==> src/rtl/uart_tx_serializer_if.sv <==
`default_nettype none
// ============================================================================
// uart_tx_serializer_if : TX FIFO head/pop handshake seen by the serializer
// Revision 1.0
// ============================================================================
interface uart_tx_serializer_if;
   logic       fifo_empty;
   logic [7:0] fifo_data;
   logic       pop;

   // master = serializer (consumer), slave = FIFO (producer)
   modport master (input fifo_empty, input fifo_data, output pop);
   modport slave  (output fifo_empty, output fifo_data, input pop);
endinterface
`default_nettype wire

==> src/rtl/uart_tx_serializer.sv <==
`default_nettype none
// ============================================================================
// uart_tx_serializer : pops bytes from the TX FIFO and shifts out UART frames
// Revision 1.0
// ============================================================================
module uart_tx_serializer #(
   parameter int unsigned DIV_W = 16
) (
   input  wire              clk,
   input  wire              rstn,
   input  wire              i_tx_en,
   input  wire [DIV_W-1:0]  i_divisor,
   input  wire [1:0]        i_wlen,
   input  wire              i_parity_en,
   input  wire              i_parity_odd,
   input  wire              i_two_stop,
   uart_tx_serializer_if.master fifo,
   output logic             o_txd,
   output logic             o_busy,
   output logic             o_frame_done
);

   typedef enum logic [2:0] {
      S_IDLE   = 3'd0,
      S_START  = 3'd1,
      S_DATA   = 3'd2,
      S_PARITY = 3'd3,
      S_STOP1  = 3'd4,
      S_STOP2  = 3'd5
   } state_t;

   state_t           r_state;
   logic [DIV_W-1:0] r_cnt;
   logic [2:0]       r_bit_idx;
   logic [7:0]       r_shift;
   logic             r_par;
   logic [DIV_W-1:0] r_div;
   logic [1:0]       r_wlen;
   logic             r_par_en;
   logic             r_par_odd;
   logic             r_two_stop;
   logic             r_txd;
   logic             r_pop;
   logic             r_busy;
   logic             r_done;

   state_t           w_state_nxt;
   logic [DIV_W-1:0] w_cnt_nxt;
   logic [2:0]       w_bit_idx_nxt;
   logic [7:0]       w_shift_nxt;
   logic             w_par_nxt;
   logic [DIV_W-1:0] w_div_nxt;
   logic [1:0]       w_wlen_nxt;
   logic             w_par_en_nxt;
   logic             w_par_odd_nxt;
   logic             w_two_stop_nxt;
   logic             w_txd_nxt;
   logic             w_pop_nxt;
   logic             w_done_nxt;

   logic             w_bit_end;
   logic             w_can_start;
   logic             w_frame_end;
   logic             w_load;
   logic [2:0]       w_last_idx;

   assign w_bit_end   = (r_cnt == r_div);
   assign w_can_start = i_tx_en & ~fifo.fifo_empty;
   // Index of the final data bit: wlen+4 (0..7)
   assign w_last_idx  = {1'b0, r_wlen} + 3'd4;

   always_comb begin
      w_state_nxt    = r_state;
      w_cnt_nxt      = r_cnt;
      w_bit_idx_nxt  = r_bit_idx;
      w_shift_nxt    = r_shift;
      w_par_nxt      = r_par;
      w_div_nxt      = r_div;
      w_wlen_nxt     = r_wlen;
      w_par_en_nxt   = r_par_en;
      w_par_odd_nxt  = r_par_odd;
      w_two_stop_nxt = r_two_stop;
      w_txd_nxt      = r_txd;
      w_pop_nxt      = 1'b0;
      w_done_nxt     = 1'b0;
      w_frame_end    = 1'b0;
      w_load         = 1'b0;

      if (r_state != S_IDLE) begin
         w_cnt_nxt = w_bit_end ? '0 : r_cnt + DIV_W'(1);
      end

      case (r_state)
         S_IDLE: begin
            w_cnt_nxt = '0;
            if (w_can_start) begin
               w_load = 1'b1;
            end
         end
         S_START: begin
            if (w_bit_end) begin
               w_state_nxt   = S_DATA;
               w_txd_nxt     = r_shift[0];
               w_par_nxt     = r_shift[0];
               w_shift_nxt   = {1'b0, r_shift[7:1]};
               w_bit_idx_nxt = 3'd0;
            end
         end
         S_DATA: begin
            if (w_bit_end) begin
               if (r_bit_idx == w_last_idx) begin
                  if (r_par_en) begin
                     w_state_nxt = S_PARITY;
                     w_txd_nxt   = r_par ^ r_par_odd;
                  end else begin
                     w_state_nxt = S_STOP1;
                     w_txd_nxt   = 1'b1;
                  end
               end else begin
                  w_txd_nxt     = r_shift[0];
                  w_par_nxt     = r_par ^ r_shift[0];
                  w_shift_nxt   = {1'b0, r_shift[7:1]};
                  w_bit_idx_nxt = r_bit_idx + 3'd1;
               end
            end
         end
         S_PARITY: begin
            if (w_bit_end) begin
               w_state_nxt = S_STOP1;
               w_txd_nxt   = 1'b1;
            end
         end
         S_STOP1: begin
            if (w_bit_end) begin
               if (r_two_stop) begin
                  w_state_nxt = S_STOP2;
               end else begin
                  w_frame_end = 1'b1;
               end
            end
         end
         S_STOP2: begin
            if (w_bit_end) begin
               w_frame_end = 1'b1;
            end
         end
         default: begin
            w_state_nxt = S_IDLE;
            w_txd_nxt   = 1'b1;
         end
      endcase

      // Frame end may chain straight into the next start bit
      if (w_frame_end) begin
         w_done_nxt = 1'b1;
         if (w_can_start) begin
            w_load = 1'b1;
         end else begin
            w_state_nxt = S_IDLE;
            w_txd_nxt   = 1'b1;
         end
      end

      if (w_load) begin
         w_state_nxt    = S_START;
         w_txd_nxt      = 1'b0;
         w_pop_nxt      = 1'b1;
         w_cnt_nxt      = '0;
         w_bit_idx_nxt  = 3'd0;
         w_par_nxt      = 1'b0;
         w_shift_nxt    = fifo.fifo_data;
         w_div_nxt      = i_divisor;
         w_wlen_nxt     = i_wlen;
         w_par_en_nxt   = i_parity_en;
         w_par_odd_nxt  = i_parity_odd;
         w_two_stop_nxt = i_two_stop;
      end
   end

   always_ff @(posedge clk) begin
      if (!rstn) begin
         r_state    <= S_IDLE;
         r_cnt      <= '0;
         r_bit_idx  <= 3'd0;
         r_shift    <= 8'd0;
         r_par      <= 1'b0;
         r_div      <= '0;
         r_wlen     <= 2'd0;
         r_par_en   <= 1'b0;
         r_par_odd  <= 1'b0;
         r_two_stop <= 1'b0;
         r_txd      <= 1'b1;
         r_pop      <= 1'b0;
         r_busy     <= 1'b0;
         r_done     <= 1'b0;
      end else begin
         r_state    <= w_state_nxt;
         r_cnt      <= w_cnt_nxt;
         r_bit_idx  <= w_bit_idx_nxt;
         r_shift    <= w_shift_nxt;
         r_par      <= w_par_nxt;
         r_div      <= w_div_nxt;
         r_wlen     <= w_wlen_nxt;
         r_par_en   <= w_par_en_nxt;
         r_par_odd  <= w_par_odd_nxt;
         r_two_stop <= w_two_stop_nxt;
         r_txd      <= w_txd_nxt;
         r_pop      <= w_pop_nxt;
         r_busy     <= (w_state_nxt != S_IDLE);
         r_done     <= w_done_nxt;
      end
   end

   assign fifo.pop     = r_pop;
   assign o_txd        = r_txd;
   assign o_busy       = r_busy;
   assign o_frame_done = r_done;

endmodule
`default_nettype wire

==> src/flat_wrapper.sv <==
// flat-port wrapper written by rule: the top's interface ports become plain ports
module uart_tx_serializer_flat 
#(
   parameter int unsigned DIV_W = 16
)
  (clk, rstn, i_tx_en, i_divisor, i_wlen, i_parity_en, i_parity_odd, i_two_stop, o_txd, o_busy, o_frame_done, fifo_fifo_empty, fifo_fifo_data, fifo_pop);
  uart_tx_serializer_if fifo_i ();
  input  wire clk;
  input  wire rstn;
  input  wire i_tx_en;
  input  wire [DIV_W-1:0] i_divisor;
  input  wire [1:0] i_wlen;
  input  wire i_parity_en;
  input  wire i_parity_odd;
  input  wire i_two_stop;
  output logic o_txd;
  output logic o_busy;
  output logic o_frame_done;
  input wire logic [$bits(fifo_i.fifo_empty)-1:0] fifo_fifo_empty;
  input wire logic [$bits(fifo_i.fifo_data)-1:0] fifo_fifo_data;
  output wire logic [$bits(fifo_i.pop)-1:0] fifo_pop;
  assign fifo_i.fifo_empty = fifo_fifo_empty;
  assign fifo_i.fifo_data = fifo_fifo_data;
  assign fifo_pop = fifo_i.pop;
  uart_tx_serializer #(.DIV_W(DIV_W)) u_core (.clk(clk), .rstn(rstn), .i_tx_en(i_tx_en), .i_divisor(i_divisor), .i_wlen(i_wlen), .i_parity_en(i_parity_en), .i_parity_odd(i_parity_odd), .i_two_stop(i_two_stop), .fifo(fifo_i), .o_txd(o_txd), .o_busy(o_busy), .o_frame_done(o_frame_done));
endmodule
==> config.mk <==
export PLATFORM = sky130hd
export DESIGN_NAME = uart_tx_serializer_flat
export DESIGN_NICKNAME = d
export VERILOG_FILES = /design/src/rtl/uart_tx_serializer_if.sv /design/src/rtl/uart_tx_serializer.sv /design/src/flat_wrapper.sv
export SDC_FILE = /design/constraint.sdc
export NUM_CORES = 1
export LEC_CHECK = 0
export BUFFER_PORTS_ARGS = -buffer_cell sky130_fd_sc_hd__buf_2
export CAP_MARGIN = 20
export CORE_ASPECT_RATIO = 0.8
export CORE_MARGIN = 3
export CORE_UTILIZATION = 47
export DETAILED_ROUTE_END_ITERATION = 16
export PLACE_DENSITY = 0.68
export SLEW_MARGIN = 10
export SYNTH_ARGS = -nofsm -noshare
export SYNTH_HDL_FRONTEND = slang
export SYNTH_SLANG_ARGS = --single-unit
==> constraint.sdc <==
create_clock -name clk -period 3.25 [get_ports clk]
set_input_delay 0.65 -clock clk [delete_from_list [all_inputs] [get_ports clk]]
set_output_delay 0.65 -clock clk [all_outputs]
set_load 0.02 [all_outputs]
### Word-level counts from Yosys, hierarchy flattened

Index checks and enable logic that the tools add are counted.

| operators by class | value |
|---|---|
| add/subtract/negate cells | 3 |
| equality and inequality tests | 13 |
| mux-type cells | 44 |
| bitwise gates (word level) | 5 |
| reduce and logical (&&, ||, !) cells | 11 |

Operators by type and width:

| cell | count |
|---|---|
| $mux W3 | 13 |
| $mux W8 | 4 |
| $mux W1 | 20 |
| $add A16 B1 Y16 const B | 1 |
| $eq A16 B16 Y1 | 1 |
| $mux W16 | 1 |
| $pmux W8 S2 | 1 |
| $pmux W3 S5 | 1 |
| $reduce_bool A3 Y1 | 3 |
| $reduce_and A4 Y1 | 2 |
| $eq A3 B2 Y1 const B | 2 |
| $eq A3 B3 Y1 const B | 2 |
| $ne A3 B1 Y1 const B | 2 |
| $pmux W3 S2 | 1 |
| $reduce_or A3 Y1 | 2 |
| $ne A2 B1 Y1 const B | 2 |
| $pmux W1 S2 | 2 |
| $pmux W1 S4 | 1 |
| $reduce_or A2 Y1 | 2 |
| $add A2 B3 Y3 const B | 1 |
| $add A3 B1 Y3 const B | 1 |
| $eq A3 B1 Y1 const B | 1 |
| $eq A3 B3 Y1 | 1 |
| $logic_not A3 Y1 | 1 |
| other kinds (6) | 8 |

| word-level totals | value |
|---|---|
| register bits after elaboration | 56 |
| output and inout port bits | 4 |
| logic and storage cells | 90 |

### Depth between registers and ports, before layout

| depth | value |
|---|---|
| word-level depth | 9 |
| depth in mapped cells | 7 |
| gate-level depth less buffers | 6 |

### Least setup slack after synthesis

Ideal clock, no wire load.

| timing | value |
|---|---|
| path type | register to register |
| start | register u_core.r_cnt[2] |
| end | register u_core.r_shift[7] |
| arrival time | 1842 ps |
| data required time | 3178 ps |
| path slack | 1336 ps |
| cell stages (with the launch flop) | 8 |
| period minus slack after synthesis | 1914 ps |
| cells stage by stage | dfxtp_1 xnor2_1 nand4_1 nor4_4 a31oi_1 buf_2 or2_0 a21oi_1 |

| on the way | value |
|---|---|
| cells in the longest elaborated chain, start to end | 6 |

RTL lines:

| what | line | RTL |
|---|---|---|
| from (decl) | uart_tx_serializer.sv:33 | `logic [DIV_W-1:0] r_cnt;` |
| from (signal assigned) | uart_tx_serializer.sv:198 | `r_cnt <= w_cnt_nxt;` |
| $eq A16 B16 Y1 (*) | uart_tx_serializer.sv:67 | `assign w_bit_end = (r_cnt == r_div);` |
| $mux W1, on equally long branches | uart_tx_serializer.sv:143, uart_tx_serializer.sv:134 |  |
| $pmux W1 S2 | uart_tx_serializer.sv:93 | `case (r_state)` |
| $mux W1 | uart_tx_serializer.sv:154 | `if (w_frame_end) begin` |
| $ne A3 B1 Y1 (no line), or another cell as far along | - |  |
| $reduce_and A4 Y1 (no line) | - |  |
| to (signal assigned) | uart_tx_serializer.sv:200 | `r_shift <= w_shift_nxt;` |
| to (decl) | uart_tx_serializer.sv:35 | `logic [7:0] r_shift;` |

Every way passes the cells marked *; elsewhere a longest branch is shown, timed or not.
A chain may end at the register's enable or synchronous reset.

### Final worst setup path

| timing | value |
|---|---|
| start | register u_core.r_cnt[2] |
| end | register u_core.r_bit_idx[0] |

| on the way | value |
|---|---|
| cells in the longest elaborated chain, start to end | 5 |

RTL lines:

| what | line | RTL |
|---|---|---|
| $eq A16 B16 Y1 (*) | uart_tx_serializer.sv:67 |  |
| $mux W1, on equally long branches | uart_tx_serializer.sv:143, uart_tx_serializer.sv:134 |  |
| $pmux W1 S2 | uart_tx_serializer.sv:93 |  |
| $mux W1 | uart_tx_serializer.sv:154 |  |
| $reduce_or A2 Y1 (no line) | - |  |
| to (signal assigned) | uart_tx_serializer.sv:199 | `r_bit_idx <= w_bit_idx_nxt;` |
| to (decl) | uart_tx_serializer.sv:34 | `logic [2:0] r_bit_idx;` |

Marks and branches as above.

==> impl_metrics.env <==
export IMPL_maxSlewViolCount=0
export IMPL_p_per_area_mw_per_mm2=594.0
export IMPL_critPathLaunchType="register"
export IMPL_wire_per_inst_um=13.38
export IMPL_clkTransAtPathRegs_ns=0.10
export IMPL_coreArea_mm2=0.005151
export IMPL_crit_buf_inv=0
export IMPL_combPwrFrac_pct=27.2
export IMPL_synth_cell_types=43
export IMPL_max_stage_delay_ns=0.62
export IMPL_syn_to_final_growth_pct=13.48
export IMPL_grt_pass1_vias=1813
export IMPL_path_delay_family="simple AND/OR/NAND/NOR gates"
export IMPL_hold_viol_final=0
export IMPL_syn_cell_area_mm2=0.002589
export IMPL_placed_cells=380
export IMPL_yosysWarnings=0
export IMPL_tightest_slew_ns=0.6384
export IMPL_ys_seq_area_share_pct=43.31
export IMPL_post_dp_cell_area_mm2=0.002830
export IMPL_max_freq_mhz=416.1
export IMPL_grt_pass1_wl_um=8562
export IMPL_cp_max_fo=14
export IMPL_cap_violations=0
export IMPL_synth_main_ff_cell="dfxtp_1"
export IMPL_grt_usage_pct=16.86
export IMPL_grtUsageMet2_pct=22.57
export IMPL_hpwl_um=3719
export IMPL_cts_buffer_depth=2
export IMPL_p_int_mw=1.181
export IMPL_postLayoutCoreUtil_pct=57.03
export IMPL_core_rowCount=23
export IMPL_p_switching_uw=563.9
export IMPL_cts_sinks=56
export IMPL_place_congestion=0.8269
export IMPL_grt_start_max_net_pins=30
export IMPL_port_buffers=36
export IMPL_status="finished clean"
export IMPL_grt_use_met3_pct=3.519
export IMPL_tns_ns=0
export IMPL_die_y_um=72.38
export IMPL_report_power_total_mw=1.745
export IMPL_synth_edf_count=0
export IMPL_drive_gt1_share_pct=16.56
export IMPL_skew_ns=0.004867
export IMPL_fin_cells=388
export IMPL_ys_async_sr_fraction_pct=0
export IMPL_clock_latency_ns=0.30
export IMPL_setup_violations=0
export IMPL_cp_data_required_time_ns=3.49
export IMPL_path_class="reg2reg"
export IMPL_drt_first_pass_iters=4
export IMPL_drtIter0Drc=133
export IMPL_nets=360
export IMPL_ctsHoldBuffers=0
export IMPL_avgSynthCellArea_um2=8.835
export IMPL_ant_nets=0
export IMPL_ir_drop_mv=0.2538
export IMPL_route_vias_total=2046
export IMPL_min_period_ns=2.403
export IMPL_slew_limit_headroom_pct=57.31
export IMPL_diodes=0
export IMPL_p_leak_nw=1.202
export IMPL_netlist_instances=293
export IMPL_root_buffer="clkbuf_8"
export IMPL_post_cts_resized=0
export IMPL_dieArea_mm2=0.006440
export IMPL_crit_arrival_ns=2.64
export IMPL_clkPwrFrac_pct=25.5
export IMPL_viasPerCell=5.273
export IMPL_fin_crit_sh_pct=73.95
export IMPL_grt_util_met1_pct=26.67
export IMPL_gr_max_usage_layer="met1"
export IMPL_die_w_um=88.98
export IMPL_path_cells="xnor2_1, nand4_1, nor4_4, nand2_2, or4_1, a21oi_1"
export IMPL_cts_made_buffers=5
export IMPL_p_sw_share_pct=32.32
export IMPL_post_cts_buffers=0
export IMPL_cts_tree="done"
export IMPL_final_area_mm2=0.002938
export IMPL_grt_setup_unrepaired="no"
export IMPL_start_util_pct=50.26
export IMPL_pwr_share_seq_pct=47.3
export IMPL_ios=37
export IMPL_cp_end_kind="register"
export IMPL_syn_nets=328
export IMPL_grt_ovfl_total=0
export IMPL_drt_total_wl_um=5192
export IMPL_slowest_stage="nor4_4"
export IMPL_antenna_found_initial=0
export IMPL_drcViolationCount=0
export IMPL_min_path_type="reg2reg"
export IMPL_ys_ff_latch=56
export IMPL_cts_max_level=2
[registers in the layout (all words and copies together), names as in the netlist, 2 cells and up]
name,flops
u_core.r_bit_idx,3
u_core.r_cnt,16
u_core.r_div,16
u_core.r_shift,8
u_core.r_state,3
u_core.r_wlen,2
[metal layers]
metal	vias up	wire length, um
met5	-	0
met4	0	45
li1	1073	-
met3	5	282
met1	908	2794
met2	60	2070
[worst register-to-register path, delay by kind of cell (launching register included)]
| family | cells | cell delay (ns) |
|---|---|---|
| AO/OA/AOI/OAI | 1 | 0.12 |
| XOR/XNOR | 1 | 0.15 |
| flip-flops | 1 | 0.42 |
| AND/OR/NAND/NOR | 4 | 1.64 |
[cell usage in the layout, fill, tap and decap left out, types with 2 or more instances in the layout]
master    netlist  routed
dfxtp_1        56      56
nor2_1         49      49
buf_2           4      36
xnor2_1        23      23
nand2_1        23      23
mux2i_1        22      22
nand4_1        13      13
xor2_1         12      12
a21oi_1        11      11
nand3_1        10      10
o21ai_0         9       9
clkbuf_8        0       5
inv_1           4       4
a31oi_1         5       4
buf_4           0       4
and3_1          3       3
nor2b_1         3       3
nand2b_1        3       3
o221ai_1        3       3
or3_1           2       2
and2_1          2       2
a211o_1         2       2
ha_1            2       2
[area by class of cell]
| class | instances | area [um^2] |
|---|---|---|
| fillers | 467 | 2213 |
| multi-input cells | 217 | 1403 |
| flip-flops and latches | 56 | 1121 |
| repair buffers | 40 | 210.2 |
| well taps | 62 | 77.57 |
| clock buffers | 6 | 72.57 |
| clock inverters | 2 | 35.03 |
| inverters | 5 | 18.77 |
[path summary, 6_finish.rpt]
| kind | endpoint | cells after the start | slack, ns | startpoint |
|---|---|---|---|---|
| setup / recovery | u_core.r_bit_idx[0] | 6 | 0.85 | u_core.r_cnt[2] |
| hold / removal | u_core.r_shift[2] | 2 | 0.48 | u_core.r_shift[2] |
| setup reg to reg | u_core.r_bit_idx[0] | 6 | 0.85 | u_core.r_cnt[2] |
| hold reg to reg | u_core.r_shift[2] | 2 | 0.48 | u_core.r_shift[2] |
[power groups by stage]
stage                     clock [mW]  combinational (mW)  sequential, mW
after floorplan                    0               0.371           0.822
after global placement             0               0.472           0.841
after detailed placement           0               0.472           0.839
after CTS                      0.463               0.476           0.824
after global routing           0.487               0.523           0.836
final                          0.446               0.474           0.825
[logic make-up after synthesis]
| family | synth area share, % |
|---|---|
| xor+xnor | 11.84 |
| simple gates | 22.23 |
| compound gates | 9.619 |
| buf+inv | 3.093 |
| flops | 43.31 |
| mux | 8.941 |
| fa+ha+maj | 0.9665 |
[metrics by stage]
stage / setup slack (ns) / hold WS [ns]
4_1_cts: 0.8318 / 0.4823
5_1_grt: 0.6848 / 0.5084
6_report: 0.8467 / 0.4802
3_5_place_dp: 0.8781 / 0.4651
3_3_place_gp: 0.9105 / 0.4630
2_1_floorplan: 1.336 / 0.4412
[Yosys cell counts (2+ instances only)]
cell / n / area [um^2]
dfxtp_1: 56 / 1121
nor2_1: 49 / 183.9
inv_1: 4 / 15.01
o21ai_0: 9 / 45.04
ha_1: 2 / 25.02
o221ai_1: 3 / 26.28
and2_1: 2 / 12.51
and3_1: 3 / 18.77
buf_2: 4 / 20.02
mux2i_1: 22 / 220.2
nand3_1: 10 / 50.05
nand2_1: 23 / 86.33
nand4_1: 13 / 81.33
xnor2_1: 23 / 201.4
or3_1: 2 / 12.51
a21oi_1: 11 / 55.05
clkbuf_1: 11 / 41.29
nand2b_1: 3 / 18.77
nor2b_1: 3 / 18.77
xor2_1: 12 / 105.1
a31oi_1: 5 / 31.28
a211o_1: 2 / 17.52
No activity file was read; power rests on OpenSTA's default activity.
